[src/rtl/mem_arbiter_pkg.sv]
// Shared definitions for the fetch/data to AXI4-Lite memory arbiter:
// FSM states, AXI response codes and grant identifiers.
`timescale 1ns/1ps
package mem_arbiter_pkg;

   typedef enum logic [2:0] {
      IDLE,
      AR,
      R,
      AW_W,
      B,
      RESP
   } state_e;

   typedef enum logic {
      GNT_FETCH = 1'b0,
      GNT_DATA  = 1'b1
   } gnt_e;

   localparam logic [1:0] RESP_OKAY   = 2'b00;
   localparam logic [1:0] RESP_EXOKAY = 2'b01;
   localparam logic [1:0] RESP_SLVERR = 2'b10;
   localparam logic [1:0] RESP_DECERR = 2'b11;

   // On a tie the port that did not win last time is served.
   function automatic gnt_e pick_grant(input logic if_req, input logic d_req, input gnt_e last);
      if (if_req && d_req) begin
         return (last == GNT_FETCH) ? GNT_DATA : GNT_FETCH;
      end
      return d_req ? GNT_DATA : GNT_FETCH;
   endfunction

endpackage

[src/rtl/mem_arbiter.sv]
// Round-robin arbiter funnelling the fetch read port and the data load/store
// port onto a single AXI4-Lite master, one transaction at a time.
`timescale 1ns/1ps
module mem_arbiter
   import mem_arbiter_pkg::*;
#(
   parameter int DATA_W = 32,
   parameter int STRB_W = DATA_W / 8
) (
   input  logic              clk,
   input  logic              rst,
   input  logic              if_req,
   input  logic [DATA_W-1:0] if_addr,
   output logic [DATA_W-1:0] if_rdata,
   output logic              if_done,
   output logic              if_err,
   input  logic              d_req,
   input  logic              d_we,
   input  logic [DATA_W-1:0] d_addr,
   input  logic [DATA_W-1:0] d_wdata,
   input  logic [STRB_W-1:0] d_wstrb,
   output logic [DATA_W-1:0] d_rdata,
   output logic              d_done,
   output logic              d_err,
   output logic [DATA_W-1:0] axi_araddr,
   output logic              axi_arvalid,
   input  logic              axi_arready,
   input  logic [DATA_W-1:0] axi_rdata,
   input  logic [1:0]        axi_rresp,
   input  logic              axi_rvalid,
   output logic              axi_rready,
   output logic [DATA_W-1:0] axi_awaddr,
   output logic              axi_awvalid,
   input  logic              axi_awready,
   output logic [DATA_W-1:0] axi_wdata,
   output logic [STRB_W-1:0] axi_wstrb,
   output logic              axi_wvalid,
   input  logic              axi_wready,
   input  logic [1:0]        axi_bresp,
   input  logic              axi_bvalid,
   output logic              axi_bready,
   output logic [2:0]        axi_arprot,
   output logic [2:0]        axi_awprot
);

   state_e            state_q;
   gnt_e              gnt_q;
   gnt_e              last_gnt_q;
   logic [DATA_W-1:0] araddr_q;
   logic              arvalid_q;
   logic              rready_q;
   logic [DATA_W-1:0] awaddr_q;
   logic              awvalid_q;
   logic [DATA_W-1:0] wdata_q;
   logic [STRB_W-1:0] wstrb_q;
   logic              wvalid_q;
   logic              bready_q;
   logic [DATA_W-1:0] rdata_q;
   logic              err_q;
   logic              if_done_q;
   logic              d_done_q;

   gnt_e              grant_d;
   logic              store_d;
   logic [DATA_W-1:0] addr_d;

   assign grant_d = pick_grant(if_req, d_req, last_gnt_q);
   assign store_d = (grant_d == GNT_DATA) && d_we;
   assign addr_d  = ((grant_d == GNT_DATA) ? d_addr : if_addr) & ~DATA_W'(3);

   // Every output comes straight from a register updated on the state transition.
   always_ff @(posedge clk) begin
      if (rst) begin
         state_q    <= IDLE;
         gnt_q      <= GNT_FETCH;
         last_gnt_q <= GNT_FETCH;
         araddr_q   <= '0;
         arvalid_q  <= 1'b0;
         rready_q   <= 1'b0;
         awaddr_q   <= '0;
         awvalid_q  <= 1'b0;
         wdata_q    <= '0;
         wstrb_q    <= '0;
         wvalid_q   <= 1'b0;
         bready_q   <= 1'b0;
         rdata_q    <= '0;
         err_q      <= 1'b0;
         if_done_q  <= 1'b0;
         d_done_q   <= 1'b0;
      end else begin
         if_done_q <= 1'b0;
         d_done_q  <= 1'b0;
         unique case (state_q)
            IDLE: begin
               if (if_req || d_req) begin
                  gnt_q      <= grant_d;
                  last_gnt_q <= grant_d;
                  if (store_d) begin
                     awaddr_q  <= addr_d;
                     wdata_q   <= d_wdata;
                     wstrb_q   <= d_wstrb;
                     awvalid_q <= 1'b1;
                     wvalid_q  <= 1'b1;
                     state_q   <= AW_W;
                  end else begin
                     araddr_q  <= addr_d;
                     arvalid_q <= 1'b1;
                     state_q   <= AR;
                  end
               end
            end
            AR: begin
               if (axi_arready) begin
                  arvalid_q <= 1'b0;
                  rready_q  <= 1'b1;
                  state_q   <= R;
               end
            end
            R: begin
               if (axi_rvalid) begin
                  rdata_q   <= axi_rdata;
                  err_q     <= (axi_rresp != RESP_OKAY);
                  rready_q  <= 1'b0;
                  if_done_q <= (gnt_q == GNT_FETCH);
                  d_done_q  <= (gnt_q == GNT_DATA);
                  state_q   <= RESP;
               end
            end
            AW_W: begin
               // Address and data channels retire independently, possibly together.
               if (awvalid_q && axi_awready) awvalid_q <= 1'b0;
               if (wvalid_q && axi_wready) wvalid_q <= 1'b0;
               if ((!awvalid_q || axi_awready) && (!wvalid_q || axi_wready)) begin
                  bready_q <= 1'b1;
                  state_q  <= B;
               end
            end
            B: begin
               if (axi_bvalid) begin
                  rdata_q   <= '0;
                  err_q     <= (axi_bresp != RESP_OKAY);
                  bready_q  <= 1'b0;
                  if_done_q <= (gnt_q == GNT_FETCH);
                  d_done_q  <= (gnt_q == GNT_DATA);
                  state_q   <= RESP;
               end
            end
            RESP: begin
               state_q <= IDLE;
            end
            default: begin
               state_q <= IDLE;
            end
         endcase
      end
   end

   assign if_rdata    = rdata_q;
   assign d_rdata     = rdata_q;
   assign if_err      = err_q;
   assign d_err       = err_q;
   assign if_done     = if_done_q;
   assign d_done      = d_done_q;
   assign axi_araddr  = araddr_q;
   assign axi_arvalid = arvalid_q;
   assign axi_rready  = rready_q;
   assign axi_awaddr  = awaddr_q;
   assign axi_awvalid = awvalid_q;
   assign axi_wdata   = wdata_q;
   assign axi_wstrb   = wstrb_q;
   assign axi_wvalid  = wvalid_q;
   assign axi_bready  = bready_q;
   assign axi_arprot  = 3'b000;
   assign axi_awprot  = 3'b000;

endmodule

[config.mk]
export PLATFORM = sky130hd
export DESIGN_NAME = mem_arbiter
export DESIGN_NICKNAME = d
export VERILOG_FILES = /design/src/rtl/mem_arbiter_pkg.sv /design/src/rtl/mem_arbiter.sv
export SDC_FILE = /design/constraint.sdc
export NUM_CORES = 1
export LEC_CHECK = 0
export CORE_AREA = 2 2 128 130
export DETAILED_ROUTE_END_ITERATION = 8
export DIE_AREA = 0 0 130 132
export PLACE_DENSITY = 0.87
export SYNTH_ARGS = -nofsm -noshare
export SYNTH_HDL_FRONTEND = slang
export SYNTH_SLANG_ARGS = --single-unit
export TNS_END_PERCENT = 50
[constraint.sdc]
create_clock -name clk -period 4 [get_ports clk]
set_input_delay 0.8 -clock clk [delete_from_list [all_inputs] [get_ports clk]]
set_output_delay 0.8 -clock clk [all_outputs]
set_load 0.005 [all_outputs]
==> run_results.csv <==
group,metric,value,unit
yosys,ys_seq_area_share,48.6,%
timing,finalHoldViolations,0,
clock_network,numCtsBuffers,17,
critical_path,startpoint_type,"primary input",
finish,finalNonFillerCells,1162,
critical_path,reg2reg_depth,5,
power_and_ir_drop,p_seq_share,34.4,%
hold_path,hp-start,"axi_wdata[11]$_SDFFE_PP0P_",
finish,area_growth,63.6,%
critical_path,timing.reg2reg.setup_slack,1670,ps
power_and_ir_drop,p_clk_share,32.4,%
yosys,syn_area_per_cell,8.46,sq um
drt,top_layer,"met4",
timing,tns,0,ps
placed_design,place_hpwl,12700,um
critical_path,required,4330,ps
clock_network,clock_latency,410,ps
finish,finish.utilization,60.0,%
global_route,first_global_vias,5365,
drt,drt_wl_total,17700,um
critical_path,r2r_start,"state_q[2]$_SDFFE_PP0P_",
timing,post-route-period-util,62.2,%
floorplanning,fp.dieArea,17200,sq um
yosys,yosysWarnings,0,
drt,vias_per_cell,4.85,
critical_path,critPathCaptureType,"flop",
drt,wl_met1,6890,um
clock_network,cts.repair.resized,0,
floorplanning,die_w,130,um
clock_network,cts_tree,"yes",
status,status,"completed",
drt,ant_nets,0,
hold_path,hp-class,"flop to flop",
global_route,grt_usage,20.3,%
drt,met3_length,1510,um
finish,final_common_cell,"clkdlybuf4s50_1",
clock_network,cts-root-buf,"clkbuf_16",
floorplanning,placeableCoreArea,15700,sq um
yosys,synth_seq_cells,140,
placed_design,globalplace.congestion,0.775,
finish,mostFrequentLayoutCells,"309 x clkdlybuf4s50_1, 140 x dfxtp_1, 136 x nand2_1",
yosys,synth_cells,681,
timing,setup_viol,0,
floorplanning,die_y,132,um
finish,drive_above_1_share,5.40,%
critical_path,crit_fanout,35,
power_and_ir_drop,p_int,3.85,mW
power_and_ir_drop,powerDensity,580,nW/um^2
timing,clock_skew,8.32,ps
critical_path,arrival,2820,ps
yosys,syn_area,5760,sq um
clock_network,h-tree-depth,4,
power_and_ir_drop,ir_drop,0.291,mV
clock_network,clkTransAtPathRegs,60,ps
power_and_ir_drop,switchingPower,1.63,mW
clock_network,cts_sinks,140,
critical_path,slowest_delay,640,ps
critical_path,cp_num_buf_inv,2,
power_and_ir_drop,power.share.switching,29.7,%
yosys,synth.distinct_cells,38,
drt,wl_met2,8720,um
floorplanning,rows,46,
timing,worstMarginPinSlew,802,ps
timing,fmax,402,MHz
floorplanning,start_util,36.7,%
global_route,grt_pass1_wl,27500,um
placed_design,dp.cells,1129,
timing,slew_viol_final,0,
hold_path,worstHoldEndpoint,"axi_wdata[11]$_SDFFE_PP0P_",
clock_network,cts-hold-fix-buffers,0,
hold_path,hold_depth,2,
clock_network,cts_buffer_depth,2,
timing,period_needed,2490,ps
drt,drtIter0Drc,313,
global_route,antenna_found_initial,1,
finish,n_fill_cell,1336,
timing,rsz0062_at_grt,"false",
clock_network,cts_setup_buffers,0,
global_route,gr-total-overflow,0,
flow_run,cap_viol_max_count,0,
power_and_ir_drop,power_frac_comb,33.2,%
timing,max_slew_margin,46.5,%
finish,fin_nets,1078,
critical_path,crit_family,"buffers and inverters",
power_and_ir_drop,power.leakage,3.34,nW
drt,firstDrtPassIters,4,
placed_design,io_buffers,310,
critical_path,slowest_stage,"and3_2",
critical_path,r2r_end,"axi_awaddr[3]$_SDFFE_PP0P_",
drt,routedWlPerCell,15.3,um
drt,drc_errors,0,
critical_path,worst-setup-path-type,"primary input to flop",
floorplanning,pin_count,325,
critical_path,worstPathCellList,"clkdlybuf4s50_1, a21boi_4, and3_2, buf_12, nand2_1, a21oi_1",
global_route,grt_max_degree,78,
drt,dr_total_vias,5637,
## layout make-up
type	count	area [sq um]	share of cell area (%)
clock inverter	11	188	1.99
clock buffer	21	480	5.09
tap	216	270	2.87
inverter	4	15.0	0.159
sequential	140	2800	29.7
timing repair buffer	321	3220	34.2
antenna	1	2.50	0.0265
multi-input combinational	448	2450	26.0
## sequential cells by signal, summed over array words and instances (netlist names), 3 cells and up
name        count
axi_awaddr     30
axi_wstrb       4
d_rdata        32
axi_araddr     30
state_q         3
axi_wdata      32
## logic make-up (layout without fill, tap and decap cells)
kind of cell,after synthesis,after routing,synth area share [%]
simple gates,224,224,18.0
compound gates,182,182,17.9
buf+inv,102,357,9.86
other cells,1,11,0.0651
mux,32,32,5.56
flops,140,140,48.6
## stage by stage
stage	hold WS [ps]	total power, mW	instance area, sq um	setup slack, ps
finish	454	5.47	9430	1510
global route	475	5.77	9430	1370
CTS	454	5.52	9430	1540
detailed placement	446	3.74	8760	1090
global placement	441	3.69	8760	1150
floorplan	453	2.79	5800	2160
## worst reg2reg max path: stages (launching register included)
cell     delay (ps)
dfxtp_1         460
nor3_4          510
and3_2          710
buf_12          290
nand2_1         120
a21oi_1         170
## metal layers
| metal | global-route usage [%] | up-vias |
|---|---|---|
| li1 | - | 2774 |
| met1 | 22.5 | 2581 |
| met2 | 34.4 | 236 |
| met3 | 7.18 | 46 |
| met4 | 9.50 | 0 |
| met5 | 0 | - |
## power groups by stage
stage          Sequential, mW  Clock (mW)  Combinational (mW)
2_1_floorplan            1.88           0               0.909
3_3_place_gp             1.89           0                1.80
3_5_place_dp             1.91           0                1.83
4_1_cts                  1.88        1.80                1.84
5_1_grt                  1.92        1.86                1.99
6_report                 1.88        1.77                1.82
## Yosys cell counts, drive strengths merged
cell type / n / share of area [%]
o31ai: 2 / 0.26
nand3: 33 / 2.9
and3: 1 / 0.11
a211o: 1 / 0.15
or3b: 1 / 0.15
a311oi: 1 / 0.15
buf: 63 / 7.3
o21ai: 3 / 0.26
nand2: 136 / 8.9
and3b: 1 / 0.15
nor2b: 1 / 0.11
clkbuf: 35 / 2.3
mux2i: 32 / 5.6
nand2b: 36 / 3.9
nand3b: 3 / 0.39
conb: 1 / 0.065
a21boi: 1 / 0.20
nor3b: 2 / 0.26
or3: 1 / 0.11
and2: 1 / 0.11
nor2: 3 / 0.20
o211ai: 1 / 0.13
o22ai: 1 / 0.11
nor3: 2 / 0.37
a22o: 1 / 0.15
a221oi: 1 / 0.15
a22oi: 1 / 0.13
inv: 4 / 0.26
o21ba: 1 / 0.17
a211oi: 31 / 4.0
o311ai: 1 / 0.15
or4: 1 / 0.13
a21oi: 136 / 12
dfxtp: 140 / 49
nor4b: 2 / 0.30
## worst max path at each step
stage | start | to | slack [ps] | cells after the start
final | d_req | axi_awaddr[3]$_SDFFE_PP0P_ | 1510 | 6
after global routing | d_req | axi_awaddr[3]$_SDFFE_PP0P_ | 1370 | 6
after CTS | d_req | axi_awaddr[3]$_SDFFE_PP0P_ | 1540 | 6
after detailed placement | d_req | axi_awaddr[3]$_SDFFE_PP0P_ | 1090 | 6
after global placement | d_req | axi_awaddr[8]$_SDFFE_PP0P_ | 1150 | 6
after floorplan | d_req | axi_awaddr[10]$_SDFFE_PP0P_ | 2160 | 6
(Power assumes the default switching activity.)
